<file path="config.mk">
export PLATFORM = sky130hd
export DESIGN_NAME = kb_matrix
export DESIGN_NICKNAME = d
export VERILOG_FILES = /design/src/rtl/kb_matrix_pkg.sv /design/src/rtl/kb_matrix_map.sv /design/src/rtl/kb_matrix.sv
export SDC_FILE = /design/constraint.sdc
export NUM_CORES = 1
export LEC_CHECK = 0
export ABC_AREA = 1
export ABC_CLOCK_PERIOD_IN_PS = 1580
export CAP_MARGIN = 10
export CORE_AREA = 5 5 118 120
export DETAILED_ROUTE_END_ITERATION = 8
export DIE_AREA = 0 0 123 125
export GPL_ROUTABILITY_DRIVEN = 0
export PLACE_DENSITY_LB_ADDON = 0.05
export SYNTH_ARGS = -nofsm -noshare
export SYNTH_HDL_FRONTEND = slang
export SYNTH_SLANG_ARGS = --single-unit
</file>
<file path="constraint.sdc">
create_clock -name clk -period 1.58 [get_ports clk]
set_clock_uncertainty 0.05 [all_clocks]
set_input_delay 0.316 -clock clk [delete_from_list [all_inputs] [get_ports clk]]
set_output_delay 0.316 -clock clk [all_outputs]
set_load 0.05 [all_outputs]
</file>
<file path="src/rtl/kb_matrix_pkg.sv">
// Shared types and constants for the RX-78 keyboard/joystick matrix responder.
// The anchor scancodes are the fixed points that software and the bench rely on.
package kb_matrix_pkg;

  localparam int         NUM_COLS_DEF = 9;
  localparam logic [7:0] JOY1_SEL_DEF = 8'h30;
  localparam logic [7:0] JOY2_SEL_DEF = 8'h40;

  typedef struct packed {
    logic       hit;
    logic [3:0] col;
    logic [2:0] row;
  } kb_pos_t;

  localparam logic [7:0] SC_A     = 8'h1C;
  localparam logic [7:0] SC_SPACE = 8'h29;
  localparam logic [7:0] SC_RET   = 8'h5A;
  localparam logic [7:0] SC_UP    = 8'h75;  // E0-extended

  function automatic kb_pos_t kp(input logic [3:0] col, input logic [2:0] row);
    kp = '{hit: 1'b1, col: col, row: row};
  endfunction

endpackage

</file>
<file path="src/rtl/kb_matrix_map.sv">
// Combinational PS/2 set-2 {ext, scancode} to matrix position table.
// Codes not listed here return hit=0 and are ignored downstream.
module kb_map
  import kb_matrix_pkg::*;
(
  input  logic       ext_i,
  input  logic [7:0] code_i,
  output kb_pos_t    pos_o
);

  always_comb begin
    case ({ext_i, code_i})
      9'h045: pos_o = kp(4'd0, 3'd0);
      9'h016: pos_o = kp(4'd0, 3'd1);
      9'h01E: pos_o = kp(4'd0, 3'd2);
      9'h026: pos_o = kp(4'd0, 3'd3);
      9'h025: pos_o = kp(4'd0, 3'd4);
      9'h02E: pos_o = kp(4'd0, 3'd5);
      9'h036: pos_o = kp(4'd0, 3'd6);
      9'h03D: pos_o = kp(4'd0, 3'd7);
      9'h03E: pos_o = kp(4'd1, 3'd0);
      9'h046: pos_o = kp(4'd1, 3'd1);
      9'h04E: pos_o = kp(4'd1, 3'd2);
      9'h04C: pos_o = kp(4'd1, 3'd3);
      9'h041: pos_o = kp(4'd1, 3'd4);
      9'h049: pos_o = kp(4'd1, 3'd5);
      9'h04A: pos_o = kp(4'd1, 3'd6);
      9'h055: pos_o = kp(4'd1, 3'd7);
      9'h054: pos_o = kp(4'd2, 3'd0);
      {1'b0, SC_A}: pos_o = kp(4'd2, 3'd1);
      9'h032: pos_o = kp(4'd2, 3'd2);
      9'h021: pos_o = kp(4'd2, 3'd3);
      9'h023: pos_o = kp(4'd2, 3'd4);
      9'h024: pos_o = kp(4'd2, 3'd5);
      9'h02B: pos_o = kp(4'd2, 3'd6);
      9'h034: pos_o = kp(4'd2, 3'd7);
      9'h033: pos_o = kp(4'd3, 3'd0);
      9'h043: pos_o = kp(4'd3, 3'd1);
      9'h03B: pos_o = kp(4'd3, 3'd2);
      9'h042: pos_o = kp(4'd3, 3'd3);
      9'h04B: pos_o = kp(4'd3, 3'd4);
      9'h03A: pos_o = kp(4'd3, 3'd5);
      9'h031: pos_o = kp(4'd3, 3'd6);
      9'h044: pos_o = kp(4'd3, 3'd7);
      9'h04D: pos_o = kp(4'd4, 3'd0);
      9'h015: pos_o = kp(4'd4, 3'd1);
      9'h02D: pos_o = kp(4'd4, 3'd2);
      9'h01B: pos_o = kp(4'd4, 3'd3);
      9'h02C: pos_o = kp(4'd4, 3'd4);
      9'h03C: pos_o = kp(4'd4, 3'd5);
      9'h02A: pos_o = kp(4'd4, 3'd6);
      9'h01D: pos_o = kp(4'd4, 3'd7);
      9'h022: pos_o = kp(4'd5, 3'd0);
      9'h035: pos_o = kp(4'd5, 3'd1);
      9'h01A: pos_o = kp(4'd5, 3'd2);
      9'h05B: pos_o = kp(4'd5, 3'd3);
      9'h05D: pos_o = kp(4'd5, 3'd4);
      9'h052: pos_o = kp(4'd5, 3'd5);
      9'h00E: pos_o = kp(4'd5, 3'd6);
      9'h066: pos_o = kp(4'd5, 3'd7);
      9'h00D: pos_o = kp(4'd6, 3'd0);
      9'h076: pos_o = kp(4'd6, 3'd1);
      {1'b0, SC_RET}: pos_o = kp(4'd7, 3'd0);
      9'h014: pos_o = kp(4'd7, 3'd5);
      9'h012: pos_o = kp(4'd7, 3'd6);
      9'h059: pos_o = kp(4'd7, 3'd7);
      {1'b0, SC_SPACE}: pos_o = kp(4'd8, 3'd0);
      9'h170: pos_o = kp(4'd8, 3'd1);
      9'h171: pos_o = kp(4'd8, 3'd2);
      {1'b1, SC_UP}: pos_o = kp(4'd8, 3'd4);
      9'h172: pos_o = kp(4'd8, 3'd5);
      9'h16B: pos_o = kp(4'd8, 3'd6);
      9'h174: pos_o = kp(4'd8, 3'd7);
      // F1 sits on an extension column that the 9-column build does not have.
      9'h005: pos_o = kp(4'd9, 3'd0);
      default: pos_o = '0;
    endcase
  end

endmodule

</file>
<file path="src/rtl/kb_matrix.sv">
// PS/2 event pipeline (edge -> map -> apply) into a held key matrix, plus the
// registered port-F4 read path returning a matrix column or a joystick word.
module kb_matrix
  import kb_matrix_pkg::*;
#(
  parameter int         NUM_COLS = NUM_COLS_DEF,
  parameter logic [7:0] JOY1_SEL = JOY1_SEL_DEF,
  parameter logic [7:0] JOY2_SEL = JOY2_SEL_DEF
) (
  input  logic        clk,
  input  logic        reset_n,
  input  logic [10:0] ps2_key,
  input  logic [7:0]  col_sel,
  input  logic        clr_all,
  input  logic [31:0] joy1,
  input  logic [31:0] joy2,
  output logic [7:0]  kb_rows,
  output logic        evt_valid
);

  localparam logic [7:0] LAST_SEL  = 8'(NUM_COLS);
  localparam logic [3:0] COL_LIMIT = 4'(NUM_COLS);

  logic                     armed_q, tog_q, new_evt;
  logic                     s0_vld_q;
  logic [9:0]               s0_key_q;
  logic                     s1_vld_q, s1_press_q;
  kb_pos_t                  map_pos, s1_pos_q;
  logic [NUM_COLS-1:0][7:0] matrix_q, matrix_d;
  logic                     evt_d, evt_q;
  logic [7:0]               rows_d, rows_q;
  logic [3:0]               rd_col;
  logic                     unused_joy_bits;

  // armed_q stays low for the first clock after reset so a toggle bit that was
  // already set while in reset is absorbed instead of becoming an event.
  assign new_evt = armed_q && (ps2_key[10] != tog_q);

  always_ff @(posedge clk or negedge reset_n) begin
    if (!reset_n) begin
      armed_q  <= 1'b0;
      tog_q    <= 1'b0;
      s0_vld_q <= 1'b0;
      s0_key_q <= '0;
    end else begin
      // NOTE: non-blocking assignments so each stage samples the previous
      // stage's old value at the same edge and the pipeline shifts cleanly.
      armed_q  <= 1'b1;
      tog_q    <= ps2_key[10];
      s0_vld_q <= new_evt;
      if (new_evt) s0_key_q <= ps2_key[9:0];
    end
  end

  kb_map u_map (
    .ext_i  (s0_key_q[8]),
    .code_i (s0_key_q[7:0]),
    .pos_o  (map_pos)
  );

  always_ff @(posedge clk or negedge reset_n) begin
    if (!reset_n) begin
      s1_vld_q   <= 1'b0;
      s1_press_q <= 1'b0;
      s1_pos_q   <= '0;
    end else begin
      s1_vld_q   <= s0_vld_q;
      s1_press_q <= s0_key_q[9];
      s1_pos_q   <= map_pos;
    end
  end

  always_comb begin
    // NOTE: defaults first so every path assigns matrix_d and evt_d and no
    // latch is inferred.
    matrix_d = matrix_q;
    evt_d    = 1'b0;
    if (clr_all) begin
      matrix_d = '0;
    end else if (s1_vld_q && s1_pos_q.hit && (s1_pos_q.col < COL_LIMIT)) begin
      matrix_d[s1_pos_q.col][s1_pos_q.row] = s1_press_q;
      evt_d = 1'b1;
    end
  end

  assign rd_col = 4'(col_sel - 8'd1);

  always_comb begin
    rows_d = 8'h00;
    if ((col_sel != 8'd0) && (col_sel <= LAST_SEL)) rows_d = matrix_q[rd_col];
    else if (col_sel == JOY1_SEL)                   rows_d = {2'b00, joy1[5:0]};
    else if (col_sel == JOY2_SEL)                   rows_d = {2'b00, joy2[5:0]};
  end

  always_ff @(posedge clk or negedge reset_n) begin
    if (!reset_n) begin
      // NOTE: the matrix is built from flops and must read all-released out of
      // reset, so it is reset with everything else rather than left as RAM.
      matrix_q <= '0;
      evt_q    <= 1'b0;
      rows_q   <= 8'h00;
    end else begin
      matrix_q <= matrix_d;
      evt_q    <= evt_d;
      rows_q   <= rows_d;
    end
  end

  assign kb_rows         = rows_q;
  assign evt_valid       = evt_q;
  assign unused_joy_bits = ^{joy1[31:6], joy2[31:6]};

endmodule

</file>
# Word level (Yosys, flattened, before mapping)
# Index checks and enable logic that the tools add are counted.
# word_totals
word_cells	116
memories	0
output_inout_bits	9
regBits	104
in_bits	86
latch_bits	0
rom_bits	0
ram_bits	0
# op_classes
eq_ne	65
n_mul	0
bitwise	0
reduce_logical	8
div	0
mux	15
add_sub_neg	1
order_cmp	7
n_shift	0
# ops
op	count
8-bit case mux with 62 select lines	1
9-bit by 6-bit == test with 1-bit output (second input constant)	23
9-bit by 7-bit == test with 1-bit output (second input constant)	21
72-bit 2-to-1 mux	2
9-bit by 5-bit == test with 1-bit output (second input constant)	9
72-bit bitwise mux	1
9-bit == test (second input constant)	6
8-bit binary-select mux with 4-bit select	1
8-bit demux with 4-bit select	1
8-bit 2-to-1 mux	3
9-bit by 4-bit == test with 1-bit output (second input constant)	2
6-bit 2-to-1 mux	2
4-bit by 5-bit less-than comparator with 1-bit output (second input constant)	2
9-bit by 3-bit == test with 1-bit output (second input constant)	1
8-bit by 6-bit == test with 1-bit output (second input constant)	1
8-bit by 7-bit == test with 1-bit output (second input constant)	1
8-bit by 4-bit less-or-equal comparator with 1-bit output (second input constant)	1
8-bit nonzero test	1
1-bit logical AND	6
4-bit by 1-bit >= comparator with 1-bit output (second input constant)	1
3-bit by 4-bit less-than comparator with 1-bit output (second input constant)	1
4-bit less-than comparator (second input constant)	1
4-bit by 1-bit subtractor with 4-bit output (second input constant)	1
1-bit demux with 3-bit select	1
other kinds (4)	6

# Depth between registers and ports, before layout
# depth
depth_word	9
mapped_depth	12
mapped_depth_nobuf	11

# Hierarchy
# From an unflattened synthesis, not the netlist that was laid out.
# unflattened
hier_cells	1057
hier_area_um2	6725.2
# by_module_without_submodules
module	instances	cells_each	seq_area_each_um2	area_per_inst_um2
kb_matrix	1	824	2602.5	5746.8
kb_map	1	233	0.0	978.4

# Least setup slack after synthesis
# OpenSTA, ideal clock, no wires.
# synth_path
path_kind	input -> register
from	in col_sel[0]
to	reg rows_q[0] (netlist: kb_rows[0])
setup_slack_ns	-0.427
n_path_buf	3
t_arrival_ns	1.880
required_time_ns	1.453
stages	10
setup_ns	0.077
cell_sequence	buf_4 -> inv_2 -> clkbuf_1 -> ha_1 -> inv_1 -> clkbuf_1 -> o21ai_0 -> o211ai_1 -> nand3_1 -> a21oi_1
# synth_via
elab_chain_cells	4
elab_cells_between_ends	11
classes_between	add/sub (1); order compare (1); eq/ne (2); mux (5); reduce/logical (2)
# synth_rtl
element	line_no	rtl
start: declaration	kb_matrix.sv:13	input logic [7:0] col_sel,
4-bit by 1-bit subtractor with 4-bit output / 8-bit by 7-bit == test with 1-bit output (equally long branches)	kb_matrix.sv:86, kb_matrix.sv:92	
8-bit binary-select mux with 4-bit select / 6-bit 2-to-1 mux (equally long branches)	kb_matrix.sv:90, kb_matrix.sv:92	
8-bit 2-to-1 mux (not written as such) / 6-bit 2-to-1 mux (equally long branches)	kb_matrix.sv:90, kb_matrix.sv:91	
8-bit 2-to-1 mux *	kb_matrix.sv:90	if ((col_sel != 8'd0) && (col_sel <= LAST_SEL)) rows_d = matrix_q[rd_col];
via rows_d[0]	kb_matrix.sv:31	logic [7:0] rows_d, rows_q;
end signal: assignment	kb_matrix.sv:105	rows_q <= rows_d;
end: declaration	kb_matrix.sv:31	
# Mark *: on every way through the listed nets, which the timed path passes. The rest lies on a longest branch. The select of a mux whose other input is x is not followed.
# A chain may end at the register's enable or synchronous reset.

==> flow_metrics.env <==
export IMPL_layout_min_cycle_time_ns=1.632
export IMPL_wirelength_um=20040
export IMPL_finalWorstSetupSlack_ns=-0.05189
export IMPL_portBuffers=42
export IMPL_finalHoldViolations=0
export IMPL_die_h_um=125
export IMPL_crit_arrival_ns=1.84
export IMPL_grt_usage_pct=25.89
export IMPL_syn_avg_cell_area_sq_um=7.233
export IMPL_io_pins=95
export IMPL_viasPerCell=5.749
export IMPL_required_ns=1.79
export IMPL_fp_row_count=42
export IMPL_synthTopCellsByArea="dfrtp_1, a21oi_1, nand2_1"
export IMPL_grt_pass1_vias=6309
export IMPL_cts_buffers=9
export IMPL_clk_pin_slew_ns=0.07
export IMPL_finalSetupViolCount=3
export IMPL_grt_overflow=0
export IMPL_cts_sinks=104
export IMPL_clockRootBuffer="clkbuf_16"
export IMPL_path_max_fanout=9
export IMPL_min_path_type="reg2reg"
export IMPL_insertedDiodeCount=0
export IMPL_status="complete, but fails checks"
export IMPL_synth_area_sq_um=6242
export IMPL_fp_dieW_um=123
export IMPL_cts_tree="built"
export IMPL_clk_latency_ns=0.37
export IMPL_place_inst=1131
export IMPL_clockBufferDepth=2
export IMPL_final_max_slew_viol_count=0
export IMPL_synth_most_common_cell="nand2_1"
export IMPL_start_util_pct=48.48
export IMPL_antenna_found_initial=0
export IMPL_path_class="reg2reg"
export IMPL_core_sq_um=12870
export IMPL_synthesis_nets=952
export IMPL_fmax_mhz=612.8
export IMPL_nets=1071
export IMPL_cts_max_level=3
export IMPL_place_ws_ns=-0.6102
export IMPL_grt_pass1_wl_um=31320
export IMPL_drc=0
export IMPL_num_vias=6686
export IMPL_async_flop_share_pct=100.0
export IMPL_worst_setup_path_end_kind="flop"
export IMPL_drive_above_1_share_pct=30.50
export IMPL_yosys_warnings=0
export IMPL_powerDensity_nw_per_um2=815.3
export IMPL_synth_distinct_cells=38
export IMPL_firstDrtPassIters=5
export IMPL_fin_cells=1163
export IMPL_hold_start="s0_vld_q"
export IMPL_synth_flop_cell="dfrtp_1"
export IMPL_avgRoutedWirePerCell_um=17.23
export IMPL_ys_ff_latch=104
export IMPL_synth_top_area_share_pct=41.69
export IMPL_failed_checks="negative setup slack"
export IMPL_reg2reg_from="s0_key_q[8]"
export IMPL_p_leak_nw=3.878
export IMPL_period_share_pct=103.3
export IMPL_dp_hpwl_um=13960
export IMPL_grt_start_max_net_pins=41
export IMPL_crit_start="s0_key_q[8]"
export IMPL_drv_cap=0
export IMPL_synth_edff_count=0
export IMPL_areaGrowthSynthToFinish_pct=38.34
export IMPL_ys_seq_area_share_pct=41.69
export IMPL_ir_drop_v=0.0006223
export IMPL_drtAntennaViolNets=0
export IMPL_rsz0062_at_grt="true"
export IMPL_synthCells=863
export IMPL_cp_start_kind="flop"
export IMPL_drtIter0Drc=583
export IMPL_synth_commonest_cells="nand2_1, nor2_1, a21oi_1"
export IMPL_dieArea_sq_um=15380
export IMPL_yosysTopAreaCell="dfrtp_1"
export IMPL_power_mw=7.041
-- worst paths after layout --
kind                                end  slack (ns)  depth (start not counted)
max                         s1_pos_q[7]       -0.05                         10
min                            s1_vld_q        0.30                          0
max reg2reg                 s1_pos_q[7]       -0.05                         10
min reg2reg                    s1_vld_q        0.30                          0
max in group asynchronous   s1_pos_q[6]        0.52                          3
min in group asynchronous  matrix_q[48]        0.38                          2
-- per-stage QoR --
stage / TNS [ns] / hold WS (ns) / util, % / area [sq um]
after floorplan: -0.2203 / -0.02959 / - / 6365
after global placement: -4.854 / 0.2421 / 59.26 / 7630
after detailed placement: -6.699 / 0.2386 / 59.26 / 7630
after CTS: -0.02073 / 0.3020 / 63.35 / 8157
after global routing: -3.339 / 0.3237 / 67.07 / 8636
final: -0.1009 / 0.3009 / 67.07 / 8636
-- layout make-up --
| class | count | area (sq um) |
|---|---|---|
| Fill cell | 1022 | 4239 |
| Multi-Input combinational cell | 640 | 3721 |
| Sequential cell | 104 | 2611 |
| Timing Repair Buffer | 144 | 1478 |
| Inverter | 83 | 334.1 |
| Clock buffer | 10 | 229.0 |
| Tap cell | 176 | 220.2 |
| Clock inverter | 6 | 42.54 |
-- timing repair --
item	4_1_cts	5_1_grt
buffers inserted	2	13
cloned	1	0
pin swaps	26	34
setup endpoints to repair	47	78
hold buffers	1	0
resized for setup	66	130
hold endpoints to repair	25	0
-- layout by cell type, fill, tap and decap left out, drive strengths merged, types with 2 or more instances in the layout --
master,count
nor3,18
nand3,49
clkbuf,10
nand3b,3
o21ai,104
nand4,38
dfrtp,104
a21oi,110
mux2,2
a31oi,2
inv,84
clkdlybuf4s50,29
clkinvlp,2
nand2,141
o211ai,9
o21a,13
nor2,140
a211oi,2
buf,111
ha,3
clkinv,3
-- logic make-up (layout without fill, tap and decap cells) --
group / Yosys count / in the layout / share of synthesized area, %
buf+inv: 119 / 243 / 7.797
compound gates: 241 / 241 / 20.61
flops: 104 / 104 / 41.69
mux: 2 / 2 / 0.3608
simple gates: 391 / 391 / 28.36
xor+xnor: 2 / 2 / 0.5213
other cells: 1 / 1 / 0.06007
fa+ha+maj: 3 / 3 / 0.6014
-- power breakdown --
group	internal (mW)	total (mW)	switching, mW
clock	1.08	2.17	1.09
sequential	2.76	2.87	0.116
combinational	0.774	2.00	1.23
total	4.61	7.04	2.43
-- registers in the layout, summed over array words and instances (netlist names) --
register	cells
tog_q	1
s1_pos_q	8
s1_press_q	1
armed_q	1
s1_vld_q	1
kb_rows	8
s0_vld_q	1
evt_valid	1
matrix_q	72
s0_key_q	10
-- per-layer routing --
layer / global-route usage [%] / routed length, um
met1: 32.02 / 7765
met5: 0 / 0
met4: 12.51 / 906
met3: 5.872 / 1428
met2: 42.52 / 9943
-- critical path: stages, from the launching register on --
cell and delay, ns:
dfrtp_1 0.39, inv_4 0.11, nand2_4 0.11, nor2_1 0.05, buf_4 0.15, nand2_1 0.13
nand3_1 0.16, nor2_1 0.14, nand2_1 0.08, nor2_1 0.10, nand2_1 0.06
Power figures use the tool's default switching activity.
